### src/rtl/i2c_pkg.sv
// ============================================================================
// Module      : i2c_pkg
// Description : Shared types and constants for the I2C target responder:
//               responder state enum, address/data widths, R/W encoding.
// Options     : I2C_RESP_GLITCH_FILTER_EN (used by i2c_line_cond)
// Revision    : 1.0 - initial release
// ============================================================================
`default_nettype none

package i2c_pkg;

  localparam int I2C_ADDR_WIDTH = 7;
  localparam int I2C_DATA_WIDTH = 8;

  // R/W bit encoding, identical to the one used by the i2c BFM
  localparam logic I2C_RW_WRITE = 1'b0;
  localparam logic I2C_RW_READ  = 1'b1;

  typedef enum logic [3:0] {
    ST_IDLE,
    ST_ADDR,
    ST_ADDR_ACK,
    ST_PTR,
    ST_PTR_ACK,
    ST_WR_BYTE,
    ST_WR_ACK,
    ST_RD_BYTE,
    ST_RD_MACK
  } i2c_resp_state_t;

endpackage

`default_nettype wire

### src/rtl/i2c_line_cond.sv
// ============================================================================
// Module      : i2c_line_cond
// Description : Conditions one I2C line: 2-FF synchronizer, optional
//               persistence glitch filter, rise/fall detection.
// Options     : I2C_RESP_GLITCH_FILTER_EN enables the FILT_CYCLES filter.
// Revision    : 1.0 - initial release
// ============================================================================
`default_nettype none

module i2c_line_cond #(
  parameter int FILT_CYCLES = 3
) (
  input  logic clk_i,
  input  logic rst_n_i,
  input  logic line_i,
  output logic level_o,
  output logic rise_o,
  output logic fall_o
);

`ifdef I2C_RESP_GLITCH_FILTER_EN
  localparam bit FILT_EN = 1'b1;
`else
  localparam bit FILT_EN = 1'b0;
`endif
  localparam int FILT_LEN = FILT_EN ? FILT_CYCLES : 0;

  logic [1:0] sync_q;
  logic       prev_q;
  logic       w_level;

  // Two-flop synchronizer; the bus idles high so reset to 1
  always_ff @(posedge clk_i or negedge rst_n_i) begin
    if (!rst_n_i) sync_q <= 2'b11;
    else          sync_q <= {sync_q[0], line_i};
  end

  if (FILT_LEN > 0) begin : g_filt
    localparam int CW = $clog2(FILT_LEN + 1);
    logic          filt_q;
    logic [CW-1:0] cnt_q;

    // Accept a new level only after it persisted FILT_LEN consecutive cycles
    always_ff @(posedge clk_i or negedge rst_n_i) begin
      if (!rst_n_i) begin
        filt_q <= 1'b1;
        cnt_q  <= '0;
      end else if (sync_q[1] == filt_q) begin
        cnt_q  <= '0;
      end else if (cnt_q == CW'(FILT_LEN - 1)) begin
        filt_q <= sync_q[1];
        cnt_q  <= '0;
      end else begin
        cnt_q  <= cnt_q + 1'b1;
      end
    end
    assign w_level = filt_q;
  end else begin : g_bypass
    assign w_level = sync_q[1];
  end

  // Previous level for edge detection
  always_ff @(posedge clk_i or negedge rst_n_i) begin
    if (!rst_n_i) prev_q <= 1'b1;
    else          prev_q <= w_level;
  end

  assign level_o = w_level;
  assign rise_o  = w_level & ~prev_q;
  assign fall_o  = ~w_level & prev_q;

endmodule

`default_nettype wire

### src/rtl/i2c_target_responder.sv
// ============================================================================
// Module      : i2c_target_responder
// Description : I2C target with a small byte-addressed register file. A write
//               sets the pointer then stores bytes; a read returns bytes from
//               the pointer. Strobes expose stored and fetched bytes.
// Options     : I2C_RESP_GLITCH_FILTER_EN adds a FILT_CYCLES line filter.
// Revision    : 1.0 - initial release
// ============================================================================
`default_nettype none

module i2c_target_responder
  import i2c_pkg::*;
#(
  parameter logic [I2C_ADDR_WIDTH-1:0] SLAVE_ADDR  = 7'h22,
  parameter int                        MEM_DEPTH   = 16,
  parameter int                        FILT_CYCLES = 3
) (
  input  logic                         clk_i,
  input  logic                         rst_n_i,
  input  logic                         scl_i,
  input  logic                         sda_i,
  output logic                         sda_o,
  output logic                         busy_o,
  output logic                         wr_stb_o,
  output logic [$clog2(MEM_DEPTH)-1:0] wr_ptr_o,
  output logic [I2C_DATA_WIDTH-1:0]    wr_data_o,
  output logic                         rd_stb_o,
  output logic [I2C_DATA_WIDTH-1:0]    rd_data_o
);

  localparam int PW = $clog2(MEM_DEPTH);

  logic scl_lvl, scl_rise, scl_fall;
  logic sda_lvl, sda_rise, sda_fall;
  logic w_scl_steady_hi, w_start, w_stop;

  i2c_resp_state_t state_q, state_d;
  logic [3:0]      cnt_q, cnt_d;
  logic [7:0]      shift_q, shift_d;
  logic [PW-1:0]   ptr_q, ptr_d;
  logic            rw_q, rw_d;
  logic            sda_q, sda_d;
  logic            busy_q, busy_d;
  logic            wr_stb_q, wr_stb_d;
  logic            rd_stb_q, rd_stb_d;
  logic [PW-1:0]   wr_ptr_q, wr_ptr_d;
  logic [7:0]      wr_data_q, wr_data_d;
  logic [7:0]      rd_data_q, rd_data_d;
  logic [7:0]      mem_q [MEM_DEPTH];
  logic            mem_we, rd_load;
  logic [7:0]      w_byte;

  i2c_line_cond #(.FILT_CYCLES(FILT_CYCLES)) u_scl_cond (
    .clk_i(clk_i), .rst_n_i(rst_n_i), .line_i(scl_i),
    .level_o(scl_lvl), .rise_o(scl_rise), .fall_o(scl_fall)
  );

  i2c_line_cond #(.FILT_CYCLES(FILT_CYCLES)) u_sda_cond (
    .clk_i(clk_i), .rst_n_i(rst_n_i), .line_i(sda_i),
    .level_o(sda_lvl), .rise_o(sda_rise), .fall_o(sda_fall)
  );

  // An sda edge coinciding with an scl edge is never START/STOP
  assign w_scl_steady_hi = scl_lvl & ~scl_rise & ~scl_fall;
  assign w_start         = sda_fall & w_scl_steady_hi;
  assign w_stop          = sda_rise & w_scl_steady_hi;
  assign w_byte          = {shift_q[6:0], sda_lvl};

  // Next-state, bus drive and strobe generation
  always_comb begin
    state_d   = state_q;
    cnt_d     = cnt_q;
    shift_d   = shift_q;
    ptr_d     = ptr_q;
    rw_d      = rw_q;
    sda_d     = sda_q;
    busy_d    = busy_q;
    wr_stb_d  = 1'b0;
    rd_stb_d  = 1'b0;
    wr_ptr_d  = wr_ptr_q;
    wr_data_d = wr_data_q;
    rd_data_d = rd_data_q;
    mem_we    = 1'b0;
    rd_load   = 1'b0;
    if (w_stop) begin
      state_d = ST_IDLE;
      sda_d   = 1'b1;
      busy_d  = 1'b0;
    end else if (w_start) begin
      state_d = ST_ADDR;
      cnt_d   = '0;
      sda_d   = 1'b1;
    end else begin
      case (state_q)
        ST_IDLE: begin
        end
        ST_ADDR, ST_PTR, ST_WR_BYTE: begin
          if (scl_fall) sda_d = 1'b1;
          if (scl_rise) begin
            shift_d = w_byte;
            cnt_d   = cnt_q + 4'd1;
            if (cnt_q == 4'd7) begin
              cnt_d = '0;
              if (state_q == ST_ADDR) begin
                if (w_byte[7:1] == SLAVE_ADDR) begin
                  state_d = ST_ADDR_ACK;
                  busy_d  = 1'b1;
                  rw_d    = w_byte[0];
                end else begin
                  state_d = ST_IDLE;
                  busy_d  = 1'b0;
                end
              end else if (state_q == ST_PTR) begin
                ptr_d   = w_byte[PW-1:0];
                state_d = ST_PTR_ACK;
              end else begin
                mem_we    = 1'b1;
                wr_stb_d  = 1'b1;
                wr_ptr_d  = ptr_q;
                wr_data_d = w_byte;
                state_d   = ST_WR_ACK;
              end
            end
          end
        end
        ST_ADDR_ACK, ST_PTR_ACK, ST_WR_ACK: begin
          if (scl_fall) sda_d = 1'b0;
          if (scl_rise) begin
            cnt_d = '0;
            if (state_q == ST_ADDR_ACK && rw_q == I2C_RW_READ) begin
              rd_load = 1'b1;
            end else if (state_q == ST_ADDR_ACK) begin
              state_d = ST_PTR;
            end else begin
              state_d = ST_WR_BYTE;
              if (state_q == ST_WR_ACK) ptr_d = ptr_q + 1'b1;
            end
          end
        end
        ST_RD_BYTE: begin
          if (scl_rise && cnt_q != 4'd8) cnt_d = cnt_q + 4'd1;
          if (scl_fall) begin
            if (cnt_q == 4'd8) begin
              sda_d   = 1'b1;
              state_d = ST_RD_MACK;
            end else begin
              sda_d   = shift_q[7];
              shift_d = {shift_q[6:0], 1'b0};
            end
          end
        end
        ST_RD_MACK: begin
          if (scl_rise) begin
            if (sda_lvl) begin
              state_d = ST_IDLE;
              busy_d  = 1'b0;
            end else begin
              rd_load = 1'b1;
            end
          end
        end
        default: state_d = ST_IDLE;
      endcase
    end
    // Fetch the next byte for transmission and advance the pointer
    if (rd_load) begin
      shift_d   = mem_q[ptr_q];
      rd_data_d = mem_q[ptr_q];
      rd_stb_d  = 1'b1;
      ptr_d     = ptr_q + 1'b1;
      cnt_d     = '0;
      state_d   = ST_RD_BYTE;
    end
  end

  // State and datapath registers
  always_ff @(posedge clk_i or negedge rst_n_i) begin
    if (!rst_n_i) begin
      state_q   <= ST_IDLE;
      cnt_q     <= '0;
      shift_q   <= '0;
      ptr_q     <= '0;
      rw_q      <= I2C_RW_WRITE;
      sda_q     <= 1'b1;
      busy_q    <= 1'b0;
      wr_stb_q  <= 1'b0;
      rd_stb_q  <= 1'b0;
      wr_ptr_q  <= '0;
      wr_data_q <= '0;
      rd_data_q <= '0;
    end else begin
      state_q   <= state_d;
      cnt_q     <= cnt_d;
      shift_q   <= shift_d;
      ptr_q     <= ptr_d;
      rw_q      <= rw_d;
      sda_q     <= sda_d;
      busy_q    <= busy_d;
      wr_stb_q  <= wr_stb_d;
      rd_stb_q  <= rd_stb_d;
      wr_ptr_q  <= wr_ptr_d;
      wr_data_q <= wr_data_d;
      rd_data_q <= rd_data_d;
    end
  end

  // Register file, cleared on reset
  always_ff @(posedge clk_i or negedge rst_n_i) begin
    if (!rst_n_i) begin
      for (int i = 0; i < MEM_DEPTH; i++) mem_q[i] <= '0;
    end else if (mem_we) begin
      mem_q[ptr_q] <= w_byte;
    end
  end

  // Reset releases the bus immediately, without waiting for a clock
  assign sda_o     = sda_q | ~rst_n_i;
  assign busy_o    = busy_q;
  assign wr_stb_o  = wr_stb_q;
  assign wr_ptr_o  = wr_ptr_q;
  assign wr_data_o = wr_data_q;
  assign rd_stb_o  = rd_stb_q;
  assign rd_data_o = rd_data_q;

endmodule

`default_nettype wire

### config.mk
export PLATFORM = sky130hd
export DESIGN_NAME = i2c_target_responder
export DESIGN_NICKNAME = d
export VERILOG_FILES = /design/src/rtl/i2c_pkg.sv /design/src/rtl/i2c_line_cond.sv /design/src/rtl/i2c_target_responder.sv
export SDC_FILE = /design/constraint.sdc
export NUM_CORES = 1
export LEC_CHECK = 0
export BUFFER_PORTS_ARGS = -buffer_cell sky130_fd_sc_hd__buf_2
export CAP_MARGIN = 20
export CORE_MARGIN = 3
export CORE_UTILIZATION = 35
export CTS_BUF_LIST = sky130_fd_sc_hd__clkbuf_8
export CTS_CLUSTER_SIZE = 16
export DETAILED_ROUTE_END_ITERATION = 10
export SETUP_SLACK_MARGIN = 0.4
export SLEW_MARGIN = 0
export SYNTH_ARGS = -nofsm -noshare
export SYNTH_HDL_FRONTEND = slang
export SYNTH_HIERARCHICAL = 1
export SYNTH_SLANG_ARGS = --single-unit
### constraint.sdc
create_clock -name clk_i -period 3.14 [get_ports clk_i]
set_input_delay 0.471 -clock clk_i [delete_from_list [all_inputs] [get_ports clk_i]]
set_output_delay 0.471 -clock clk_i [all_outputs]
set_load 0.005 [all_outputs]
* After elaboration in Yosys (flattened, before gate mapping)
Index checks and enable logic that the tools add are counted.
Word-level totals: register bits after elaboration 179, bits of input ports 4, output and inout bits 24
Operators by class: add/sub/neg operators 2, $lt $le $gt $ge 2, eq/ne operators 45, mux-type cells 80, bitwise logic cells 21, reductions and logical operators 19
Operator list (number):
- $bwmux W128 | 1
- $mux W4 | 30
- $mux W8 | 9
- $ne A3 B3 Y1 const B | 14
- $ne A5 B5 Y1 const B | 7
- $bmux W8 S4 | 1
- $demux W8 S4 | 1
- $ne A4 B4 Y1 const B | 8
- $mux W1 | 28
- $reduce_and A7 Y1 | 3
- $eq A4 B3 Y1 const B | 5
- $pmux W4 S5 | 1
- $pmux W8 S2 | 1
- $pmux W4 S3 | 1
- $not A1 Y1 | 11
- $reduce_and A11 Y1 | 1
- $reduce_bool A5 Y1 | 2
- $reduce_and A9 Y1 | 1
- $reduce_bool A3 Y1 | 3
- $add A4 B1 Y4 const B | 2
- $and A1 B1 Y1 | 8
- $eq A4 B2 Y1 const B | 2
- $eq A4 B4 Y1 const B | 2
- $pmux W4 S2 | 1
- other kinds (19) | 26

* Longest topological paths before layout
Gate-level depths: netlist (run 1).
depth in word-level cells 10, mapped depth 8, mapped depth without buffers 7

* Modules after synthesis
The synthesis (run 1) kept the hierarchy.
Modules (own cells, without submodules):
- i2c_target_responder | times used 1, cells an instance 579, area an instance 8157.8 µm²
- i2c_line_cond | times used 2, cells an instance 5, area an instance 93.8 µm²

* Worst setup path before layout (run 1)
OpenSTA, ideal clock, no wires.
path kind reg2reg, start register u_scl_cond.sync_q[1], end register state_q[0], arrival 2136 ps, required time 3015 ps, setup slack 879 ps, cell stages (with the launch flop) 8, clock period less this slack 2261 ps, cells stage by stage dfstp_2 nor2b_1 buf_2 nand3_1 a32o_1 or4b_1 and3_4 mux2_4
On the way: cells in the longest elaborated chain, start to end 9
Ends and longest elaborated chain:
- start: declaration | line i2c_line_cond.sv:28 | logic [1:0] sync_q;
- start signal: assignment | line i2c_line_cond.sv:35 | else sync_q <= {sync_q[0], line_i};
- $and A1 B1 Y1 * | line i2c_line_cond.sv:69 | assign rise_o = w_level & ~prev_q;
- via scl_rise | line i2c_target_responder.sv:33 | logic scl_lvl, scl_rise, scl_fall;
- $not A1 Y1 | line i2c_target_responder.sv:64 | assign w_scl_steady_hi = scl_lvl & ~scl_rise & ~scl_fall;
- $and A1 B1 Y1 (2 in series) | line i2c_target_responder.sv:64
- $and A1 B1 Y1 | line i2c_target_responder.sv:65 | assign w_start = sda_fall & w_scl_steady_hi;
- $mux W1 | line i2c_target_responder.sv:89 | end else if (w_start) begin
- $mux W1 | line i2c_target_responder.sv:85 | if (w_stop) begin
- $ne A5 B4 Y1 (no line), or another cell as far along
- $reduce_and A9 Y1 (no line)
- end signal: assignment | line i2c_target_responder.sv:192 | state_q <= state_d;
- end: declaration | line i2c_target_responder.sv:37 | i2c_resp_state_t state_q, state_d;
The timed path passes the listed nets; every way through them passes the cells marked *. A chain may end at the register's enable or synchronous reset.

* Final worst setup path (run 1)
start register ptr_q[0], end register shift_q[4]
On the way: cells in the longest elaborated chain, start to end 5
Ends and longest elaborated chain:
- start: declaration | line i2c_target_responder.sv:40 | logic [PW-1:0] ptr_q, ptr_d;
- start signal: assignment | line i2c_target_responder.sv:195 | ptr_q <= ptr_d;
- $not A4 Y5 (not written as such) | line i2c_target_responder.sv:167 | shift_d = mem_q[ptr_q];
- $bmux W8 S4 | line i2c_target_responder.sv:167
- $mux W8 (not written as such) (2 in series) | line i2c_target_responder.sv:167
- $mux W8 | line i2c_target_responder.sv:166 | if (rd_load) begin
- end signal: assignment | line i2c_target_responder.sv:194 | shift_q <= shift_d;
- end: declaration | line i2c_target_responder.sv:39 | logic [7:0] shift_q, shift_d;
Every way passes these cells. The select of a mux whose other input is x is not followed.

==> summary.md, run 1 <==
| Metric | Value |
|---|---|
| Status | completed |
| Core Area | 23100 sq um |
| CP Capture Type | flop |
| Vias in the first global route | 5296 |
| Buf/Inv on CP | 1 |
| CTS resizes | 0 |
| R2R Path End | shift_q[4] |
| Total Power | around 0.0043 W |
| First-pass DRT Iterations | 5 |
| Post-layout nets | 624 |
| R2r setup slk | 0.62 ns |
| Final HPWL DP | around 13000 um |
| Top-area cell type share of the netlist area | 51.6% |
| Syn Area/Cell | between 10 and 15 sq um |
| Final ANT Viol Nets | 0 |
| Max FO, Critical Path | 23 |
| PortBufs | 27 |
| Syn nets | ~600 |
| CP Cell Sequence | buf_4 -> mux4_2 -> a22oi_1 -> a21oi_1 -> a221o_1 |
| Average wire per standard cell | between 20 and 25 um |
| Root Driver | clkbuf_8 |
| Initial cell density of the core | between 30 and 40% |
| Top cell type by total area after synthesis | dfrtp_1 |
| Fin. Hold Viols | 0 |
| Chip height | between 150 and 200 um |
| Multi-input gate area | 3660 sq um |
| Initial antenna violation count | 0 |
| Drt total wl | ~19000 um |
| Leak pwr | approximately 4.3 nW |
| Top post-synthesis cells by count | dfrtp_1, mux2_2, mux4_2, clkbuf_1, nand2_1 |
| Post-synth EDFFs | 0 |
| Via count | around 5000 |
| Top_reg_cell synth | dfrtp_1 |
| Seq cells post-synth | between 150 and 200 |
| Filler instances | approximately 2100 |
| Gr usage total | about 15% |
| Cell Rows | 55 |
| Sequential cell area fraction in the yosys report | a little over half |
| Drt first-iter violations | approximately 290 |
| WP data required | ~3.5 ns |
| Die area | around 26000 sq um |
| Area delta synth->final | 11.0% |
| Sink Count | 179 |
| Placement Setup Slack | between 0.6 and 0.7 ns |
| Crit path depth | 5 |
| Crit path from | ptr_q[0] |
| Synth Cell Area | around 8300 sq um |
| Critical path's largest stage delay | ~0.87 ns |
| Clock transition at path regs | about 0.10 ns |
| Max Cap Violations | 0 |
| Worst Hold Class | in2reg |
| Crit Path Category | reg2reg |
| # diodes | 0 |
| Power Density | 469 nW/um^2 |
| Crit path arrival time | roughly 2.9 ns |
| First-pass GRT wire length | about 31000 um |
| Critical-path top delay cell | dfrtp_2 |
| Min setup slack post-route | between 0.6 and 0.7 ns |
| Syn. warnings | 6 |
| Max IR drop VDD | 0.218 mV |
| Slew Viols, Final | 0 |
| Fin crit period | approximately 2.5 ns |
| Slew at the pin closest to its max-slew limit | 0.852 ns |
| Synth Instances | between 500 and 600 |
| Fmax | a little under 400 MHz |
| Worst Clk Skew | between 0.02 and 0.025 ns |
| Final period utilization | between 80% and 90% |
| Die width | 160 um |
| RSZ-0062 raised after global routing | false |
| TritonCTS Buffers | 17 |
| Clk_lat worst skew | ~0.48 ns |
| Max clock buf depth | 2 |
| Final setup vio count | 0 |
| CTS tree | built |
| Reg-to-Reg Start | ptr_q[0] |
| Count leader, synth | dfrtp_1 |
| CP Capture Point | shift_q[4] |
| Reg area | approximately 4500 sq um |
| Global route overflow | 0 |
| Fin util | between 40% and 50% |
| WHS | between 0.08 and 0.09 ns |
| Vias per cell | roughly 5.4 |
| Placer congestion estimate | 0.799 |
| Asr flop ratio synth | between 90% and 100% |
| DRC viols | 0 |
| Crit path launch type | flop |
| Largest net degree at the start of global routing | between 80 and 90 |
| Slew HR | 42.9% |
| Max H-tree Level | 4 |
| Family with the most delay on the worst path | flip-flops |
| R2R cell count | 5 |
| Cell variety after synth | 58 |
| IO Pins | 28 |
| Setup TNS | 0 ns |
| Top cells by area, synth | dfrtp_1, mux2_2, mux4_2 |
| Layout cells sized above 1 | 45.6% |
==> power by group <==
group | switching, W | internal (W) | total [W]
Combinational | 0.000202 | 0.000111 | 0.000313
Clock | 0.000903 | 0.000698 | 0.00160
Sequential | 0.0000827 | 0.00235 | 0.00243
Total | 0.00119 | 0.00316 | 0.00435
==> registers in the layout, indices dropped and copies added, names as in the netlist, 2 cells and up <==
name and flops:
wr_ptr_o 4, wr_data_o 8, u_sda_cond/sync_q 2, mem_q 128, rd_data_o 8, u_scl_cond/sync_q 2
state_q 4, ptr_q 4, cnt_q 4, shift_q 8
==> worst min-delay path by stage <==
| stage | from | to | cells past startpoint | slack [ns] |
|---|---|---|---|---|
| after global placement | u_sda_cond/sync_q[0] | u_sda_cond/sync_q[1] | 0 | 0.35 |
| after floorplan | rst_n_i | busy_o | 0 | 0.18 |
| after global routing | scl_i | u_scl_cond/sync_q[0] | 1 | 0.05 |
| final | scl_i | u_scl_cond/sync_q[0] | 1 | 0.09 |
| after detailed placement | u_scl_cond/sync_q[0] | u_scl_cond/sync_q[1] | 0 | 0.35 |
| after CTS | scl_i | u_scl_cond/sync_q[0] | 1 | 0.06 |
==> kinds of logic after synthesis <==
group                      Yosys count  share of synthesized area (%)
muxes                              184                           29.2
DFF                                179                           53.8
and+or+nand+nor                    103                           7.45
AOI/OAI and AO/OA                   70                           6.21
buffers and inverters               46                           2.38
adders and majority gates            6                          0.900
xor gates and xnor gates             1                          0.105
==> what timing repair did <==
action                                 in CTS  in global routing
buffers inserted                            0                  0
hold buffers                                1                  0
endpoints found under the hold margin      37                  0
==> through the flow <==
stage / instances / area (sq um)
2_1_floorplan: 589 / 8350
3_3_place_gp: 907 / 8850
3_5_place_dp: 907 / 8850
4_1_cts: 940 / 9260
5_1_grt: 940 / 9260
6_report: 940 / 9260
==> worst reg2reg max path, cell delays in order, from the launching register on <==
cell and delay [ns]:
dfrtp_2 0.87, buf_4 0.36, mux4_2 0.53, a22oi_1 0.21, a21oi_1 0.13, a221o_1 0.30
==> placed cells by master (no fill, tap or decap), types with 6 or more instances in the layout <==
master | netlist | routed
a221o_1 | 7 | 7
mux2_2 | 142 | 142
nand2_1 | 21 | 21
dfstp_2 | 7 | 7
nor2_1 | 11 | 11
nor2_2 | 12 | 12
a21o_1 | 8 | 8
o21ai_0 | 6 | 6
dfrtp_1 | 172 | 171
buf_4 | 1 | 17
nand3_1 | 11 | 11
a21oi_1 | 12 | 12
buf_2 | 12 | 26
a22oi_1 | 17 | 17
inv_1 | 6 | 6
clkbuf_8 | 0 | 19
mux4_2 | 32 | 32
ha_1 | 6 | 6
mux2i_1 | 7 | 7
and2_1 | 6 | 6
==> routing by layer <==
| metal | wire length, um | GRT usage [%] |
|---|---|---|
| met5 | 0 | 0 |
| met4 | 451 | 5.36 |
| met3 | 780 | 4.05 |
| met2 | 9150 | 24.0 |
| met1 | 8660 | 20.7 |
==> final cells by class <==
type,count,share of cell area (%)
clock buffers,19,2.82
clock inverters,13,1.49
inverters,6,0.243
multi-input cells,364,39.5
flip-flops and latches,179,48.5
well taps,313,4.23
repair buffers,46,3.23
Power figures use the tool's default switching activity.
==> run 2, diff against run 1 <==
Settings changed: ABC_AREA set to 1.
Clock period 3.14 ns to 2.2 ns, I/O delays scaled along.
==> run 2 against run 1 <==
Effect of this change: count of clock-buffer cells in the layout fell by 2; clock power is 61% higher; power rose by 140%; sequential share of layout area shrank 7.7 points; combinational power increased to 13 times the previous value; non-clock buffer count grew 45; clock skew decreased by 0.0057 ns; critical path depth up 5; register-to-register slack got worse by 0.32 ns.
==> summary.md, run 2 <==
| Metric | Value |
|---|---|
| Root Driver | clkbuf_8 |
| Top cell type by total area after synthesis | dfrtp_1 |
| Power Density | 941 nW/um^2 (+100%) |
| Post-synth EDFFs | 0 (unchanged) |
| Commonest cells after routing, fill and taps aside | nand2_1, dfrtp_1, o21ai_1 |
| Status | completed |
| Worst Hold Class | in2async |
| Reg-to-Reg Start | cnt_q[1] |
| Via count | 7724 (+53%) |
| Die area | 28100 sq um (+9.0%) |
| Top post-synthesis cells by count | nand2_1, dfrtp_1, o21ai_1, nor2_1, inv_1 |
| Crit Path Category | reg2reg |
| Count leader, synth | nand2_1 |
| Max Cap Violations | 0 (unchanged) |
| CTS tree | built |
| Sink Count | 179 (unchanged) |
| Biggest register | mem_q |
| Dpl cells | 1490 (+64%) |
| Synth Cell Area | 9130 sq um (+9.4%) |
| Die width | 167 um (+4.4%) |
| Syn Area/Cell | 7.87 sq um (-44%) |
| Post-layout nets | 1230 (+97%) |
| Total Power | 0.0104 W (+140%) |
| Initial antenna violation count | 0 (unchanged) |
| Final setup vio count | 0 (unchanged) |
| Seq cells post-synth | 179 (unchanged) |
| Clock transition at path regs | 0.10 ns (about the same) |
| Initial cell density of the core | 35.9% (-0.26 points) |
| Top cells by area, synth | dfrtp_1, nand2_1, o21ai_1 |
| Slew Viols, Final | 0 (unchanged) |
| Cell variety after synth | 34 (-41%) |
| Fmax | 526 MHz (+32%) |
| Buf/Inv on CP | 1 (unchanged) |
| Cell mode on critical path | nand2_8 |
| DRC viols | 0 (unchanged) |
| Max reg flops | 128 (unchanged) |
| First-pass DRT Iterations | 5 (unchanged) |
| TritonCTS Buffers | 17 (unchanged) |
| Family with the most delay on the worst path | simple AND/OR/NAND/NOR gates |
| Filler instances | 2524 (+18%) |
| Worst Clk Skew | 0.0150 ns (-0.00565 ns) |
| CP Capture Type | flop |
| R2R cell count | 10 (+5) |
| Setup TNS | 0 ns (unchanged) |
| Critical path's largest stage delay | 0.39 ns (-0.48 ns) |
| Drt first-iter violations | 706 (+150%) |
| Global route overflow | 0 (unchanged) |
| Vias in the first global route | 7003 (+32%) |
| Slew at the pin closest to its max-slew limit | 0.578 ns (-0.275 ns) |
| Top-area cell type share of the netlist area | 47.2% (-4.4 points) |
| Leak pwr | 5.50 nW (+27%) |
| Critical-path top delay cell | dfrtp_1 |
| Average wire per standard cell | 15.9 um (-22%) |
| Crit path launch type | flop |
| Max clock buf depth | 2 (unchanged) |
| CP Cell Sequence | ha_2 -> nand2_2 -> or2_4 -> nor2_4 -> nand2_8 -> nor2_8 -> buf_6 -> nand2_8 -> nand2_4 -> o21ai_2 |
| Reg area | 4500 sq um (+0.14%) |
| Chip height | 167 um (+4.4%) |
| Crit path arrival time | 2.25 ns (-0.61 ns) |
| Layout cells sized above 1 | 24.9% (-21 points) |
| Cell Rows | 58 (+5.5%) |
| Synth Instances | 1160 (+97%) |
| Final HPWL DP | 14800 um (+16%) |
| Max IR drop VDD | 0.598 mV (+170%) |
| WP data required | 2.54 ns (-0.94 ns) |
| IO Pins | 28 (unchanged) |
| Slew HR | 61.5% (+19 points) |
| Max H-tree Level | 4 (unchanged) |
| RSZ-0062 raised after global routing | true |
| Max FO, Critical Path | 8 (-65%) |
| PortBufs | 27 (unchanged) |
| Gr usage total | 17.0% (+1.7 points) |
| Core Area | 25400 sq um (+10%) |
| Largest net degree at the start of global routing | 98 (+11%) |
| Post-route insts no fill | 1562 (+66%) |
| Asr flop ratio synth | 100% (unchanged) |
| Placer congestion estimate | 0.898 (+12%) |
| Sequential cell area fraction in the yosys report | 49.2% (-4.6 points) |
| Fin util | 43.4% (+3.2 points) |
| Final period utilization | 86.4% (+6.3 points) |
| Most common cell after layout, fill and taps aside | nand2_1 |
| Area delta synth->final | 20.8% |
| Syn nets | 1170 (+95%) |
| Syn. warnings | 6 (unchanged) |
| # diodes | 0 (unchanged) |
| Multi-input gate area | 4530 sq um (+24%) |
| Top_reg_cell synth | dfrtp_1 |
| Vias per cell | 4.94 (-8.2%) |
| First-pass GRT wire length | 38600 um (+26%) |
| R2r setup slk | 0.30 ns (-0.32 ns) |
| Final ANT Viol Nets | 0 (unchanged) |
| Drt total wl | 24800 um (+30%) |
| Fin crit period | 1.90 ns (-0.615 ns) |
| Clk_lat worst skew | 0.47 ns (about the same) |
| R2R Path End | mem_q[24] |
| Fin. Hold Viols | 0 (unchanged) |
==> run 2: power by group <==
part,internal [W],switching (W)
registers,0.00348,0.000227
clock network,0.00134,0.00123
logic,0.00118,0.00291
total,0.00600,0.00437
==> run 2: final cells by class <==
cell class                      count  share of cell area, %
Clock buffer                       17                   2.12
Clock inverter                     14                   1.92
Inverter                           80                   2.84
Multi-Input combinational cell    851                   41.1
Sequential cell                   179                   40.8
Tap cell                          330                   3.75
Timing Repair Buffer               91                   7.51
==> run 2: worst register-to-register path, delay by kind of cell (launching register included) <==
kind	cells	cell delay, ns
AO/OA/AOI/OAI	1	0.04
adder cells (fa/ha/maj)	1	0.20
buffers and inverters	1	0.14
flip-flops	1	0.39
AND/OR/NAND/NOR	7	1.02
==> run 2: cells by family (layout without fill, tap and decap cells) <==
family	Yosys count	in the layout	share of synthesized area, %
adder cells (fa/ha/maj)	6	6	0.822
flip-flops	179	179	49.2
AND/OR/NAND/NOR	636	645	29.6
buffers and inverters	139	202	7.44
AO/OA/AOI/OAI	197	197	12.7
XOR/XNOR	3	3	0.288
==> run 2: how the worst max path moves through the flow <==
| stage | startpoint | end | slack, ns | cells past startpoint |
|---|---|---|---|---|
| floorplan | cnt_q[0] | mem_q[101] | 0.40 | 11 |
| detailed placement | cnt_q[0] | mem_q[99] | 0.15 | 9 |
| CTS | cnt_q[1] | mem_q[48] | 0.35 | 10 |
| finish | cnt_q[1] | mem_q[24] | 0.30 | 10 |
| global route | cnt_q[1] | mem_q[24] | 0.22 | 10 |
| global placement | cnt_q[0] | mem_q[99] | 0.20 | 9 |
==> run 2: per-layer routing <==
| layer | vias to the layer above | share of wire, % | GRT usage [%] |
|---|---|---|---|
| li1 | 3803 | - | - |
| met1 | 3700 | 49 | 25.4 |
| met2 | 192 | 45 | 25.4 |
| met3 | 29 | 4.1 | 2.86 |
| met4 | 0 | 2.0 | 4.91 |
| met5 | - | 0 | 0 |
==> run 2: timing repair <==
item | in CTS | in global routing
endpoints found under the hold margin | 28 | 0
setup endpoints to repair | 160 | 163
gates resized for setup | 39 | 113
gates cloned | 3 | 7
pin swaps | 6 | 11
hold buffers | 3 | 0
buffers inserted | 17 | 11
==> run 2: per-stage QoR <==
step	setup WS, ns	cell area, sq um	hold slack (ns)
final	0.299	11000	0.304
after detailed placement	0.147	9610	0.232
after global placement	0.202	9610	0.231
after global routing	0.217	11000	0.312
after CTS	0.354	10500	0.300
after floorplan	0.396	9140	0.0344
==> run 3, diff against run 2 <==
Settings changed: CORE_MARGIN 3 to 2.
==> run 3 against run 2 <==
Effect of this change: worst hold slack improved by 0.056 ns; non-clock buffer count rose by 2; sequential cell count did not move; register-to-register slack improved by 0.04 ns; clock power fell by 4%; clock skew rose by 0.0025 ns; core utilization fell by 0.94 points; global-route usage rose by 0.75 points; power fell by 1.1%; largest cell class unchanged.
==> summary.md, run 3 (same netlist as run 2, synthesis figures left out) <==
| Metric | Value |
|---|---|
| Status | completed |
| Max Cap Violations | 0 (unchanged) |
| Slew at the pin closest to its max-slew limit | 0.738 ns (+0.160 ns) |
| Critical-path top delay cell | dfstp_2 |
| Filler instances | 2572 (+1.9%) |
| DRC viols | 0 (unchanged) |
| Max reg flops | 128 (unchanged) |
| Final HPWL DP | 14400 um (-2.7%) |
| Die area | 27400 sq um (-2.4%) |
| Gr usage total | 17.8% (+0.75 points) |
| Fin. Hold Viols | 0 (unchanged) |
| Crit path arrival time | 2.20 ns (-0.05 ns) |
| Drt total wl | 24200 um (-2.3%) |
| Critical path's largest stage delay | 0.59 ns (+0.20 ns) |
| IO Pins | 28 (unchanged) |
| Core Area | 25800 sq um (+1.7%) |
| GRT busiest layer | met2 |
| Global route overflow | 0 (unchanged) |
| Root Driver | clkbuf_8 |
| Worst Hold Class | reg2reg |
| Most common cell after layout, fill and taps aside | nand2_1 |
| Average wire per standard cell | 15.4 um (-2.7%) |
| CTS tree | built |
| Commonest cells after routing, fill and taps aside | nand2_1, dfrtp_1, o21ai_1 |
| Max clock buf depth | 2 (unchanged) |
| Fmax | 537 MHz (+2.1%) |
| Placement Setup Slack | 0.177 ns (+0.0294 ns) |
| Area delta synth->final | 20.2% |
| Met2 Track Usage GR | 27.4% (+2.0 points) |
| RSZ-0062 raised after global routing | true |
| Setup TNS | 0 ns (unchanged) |
| Fin crit period | 1.86 ns (-0.0385 ns) |
| GR Util met3 | 2.70% (-0.16 points) |
| Max H-tree Level | 4 (unchanged) |
| WP data required | 2.54 ns (about the same) |
| Power Density | 935 nW/um^2 (-0.60%) |
| Vias in the first global route | 6918 (-1.2%) |
| Clock transition at path regs | 0.09 ns (about the same) |
| Drt first-iter violations | 725 (+2.7%) |
| Initial cell density of the core | 35.3% (-0.61 points) |
| CP Capture Type | flop |
| First-pass DRT Iterations | 5 (unchanged) |
| Vias per cell | 4.88 (-1.3%) |
| Biggest register | mem_q |
| Final period utilization | 84.7% (-1.8 points) |
| First-pass GRT wire length | 37800 um (-2.3%) |
| Via count | 7659 (-0.84%) |
| Die width | 165 um (-1.2%) |
| CP Cell Sequence | inv_1 -> nor2_4 -> inv_2 -> nor2_4 -> nand2_8 -> nor2_8 -> buf_12 -> nand2_8 -> nand2_2 -> o21ai_2 |
| Crit path launch type | flop |
| Max IR drop VDD | 0.480 mV (-20%) |
| Largest net degree at the start of global routing | 123 (+26%) |
| Sink Count | 179 (unchanged) |
| Leak pwr | 5.51 nW (+0.19%) |
| Final ANT Viol Nets | 0 (unchanged) |
| Post-layout nets | 1231 (+0.081%) |
| Layout cells sized above 1 | 24.8% (-0.12 points) |
| Crit Path Category | reg2reg |
| Final setup vio count | 0 (unchanged) |
| Min setup slack post-route | 0.337 ns (+0.0385 ns) |
| Initial antenna violation count | 0 (unchanged) |
| TritonCTS Buffers | 17 (unchanged) |
| Cell Rows | 59 (+1.7%) |
| Slew HR | 50.8% (-11 points) |
| Slew Viols, Final | 0 (unchanged) |
| Met1 global-route usage | 25.9% (+0.49 points) |
| Clk_lat worst skew | 0.47 ns (about the same) |
| Worst Clk Skew | 0.0175 ns (+0.00251 ns) |
| Chip height | 165 um (-1.2%) |
| R2r setup slk | 0.34 ns (+0.04 ns) |
| PortBufs | 27 (unchanged) |
| Placer congestion estimate | 0.860 (-4.2%) |
| # diodes | 0 (unchanged) |
| Max FO, Critical Path | 8 (unchanged) |
## run 3: path summary, 6_finish.rpt
| check | from | end | cells after the start |
|---|---|---|---|
| max reg2reg | u_scl_cond/sync_q[1] | mem_q[53] | 10 |
| min reg2reg | u_sda_cond/sync_q[0] | u_sda_cond/sync_q[1] | 0 |
| max in group asynchronous | rst_n_i | ptr_q[0] | 3 |
| min in group asynchronous | rst_n_i | rd_data_o[5] | 3 |
| max | u_scl_cond/sync_q[1] | mem_q[53] | 10 |
| min | u_sda_cond/sync_q[0] | u_sda_cond/sync_q[1] | 0 |
## run 3: what timing repair did
action / in CTS / in global routing
pin swaps: 6 / 22
cloned: 1 / 7
endpoints found under the setup margin: 165 / 161
setup buffers: 13 / 23
gates resized for setup: 33 / 110
endpoints found under the hold margin: 24 / 0
hold buffers: 3 / 0
## run 3: final cells by class
class                           instances  area [sq um]  area share, %
Tap cell                              335           419           3.82
Clock buffer                           19           262           2.38
Timing Repair Buffer                   93           805           7.33
Sequential cell                       179          4490           41.0
Clock inverter                         13           170           1.55
Inverter                               80           310           2.83
Multi-Input combinational cell        850          4510           41.1
## run 3: worst max-delay path: cells and delay by family (launching register included)
kind                   cells  cell delay [ns]
AOI/OAI and AO/OA          1             0.05
and+or+nand+nor            6             0.76
buffers and inverters      3             0.32
DFF                        1             0.59
## run 3: power breakdown
group	total, W	internal (W)	switching, W	leakage, nW
sequential	0.00371	0.00348	0.000234	2.43
combinational	0.00408	0.00121	0.00287	2.85
clock	0.00247	0.00120	0.00126	0.221
## run 3: layer usage
metal  part of all wire, %  vias up
met3                   4.1       28
li1                      -     3808
met2                    47      166
met4                   1.6        0
met5                     0        -
met1                    48     3657
## run 3: metrics by stage
stage / hold slack (ns) / power [W] / instance area [sq um] / utilization (%) / instances
finish: 0.360 / 0.0103 / 11000 / 42.5 / 1569
global route: 0.364 / 0.0109 / 11000 / 42.5 / 1569
CTS: 0.361 / 0.00995 / 10300 / 39.9 / 1539
detailed placement: 0.347 / 0.00732 / 9600 / 37.1 / 1490
global placement: 0.346 / 0.00730 / 9600 / 37.1 / 1490
floorplan: 0.0344 / 0.00602 / 9140 / - / 1160
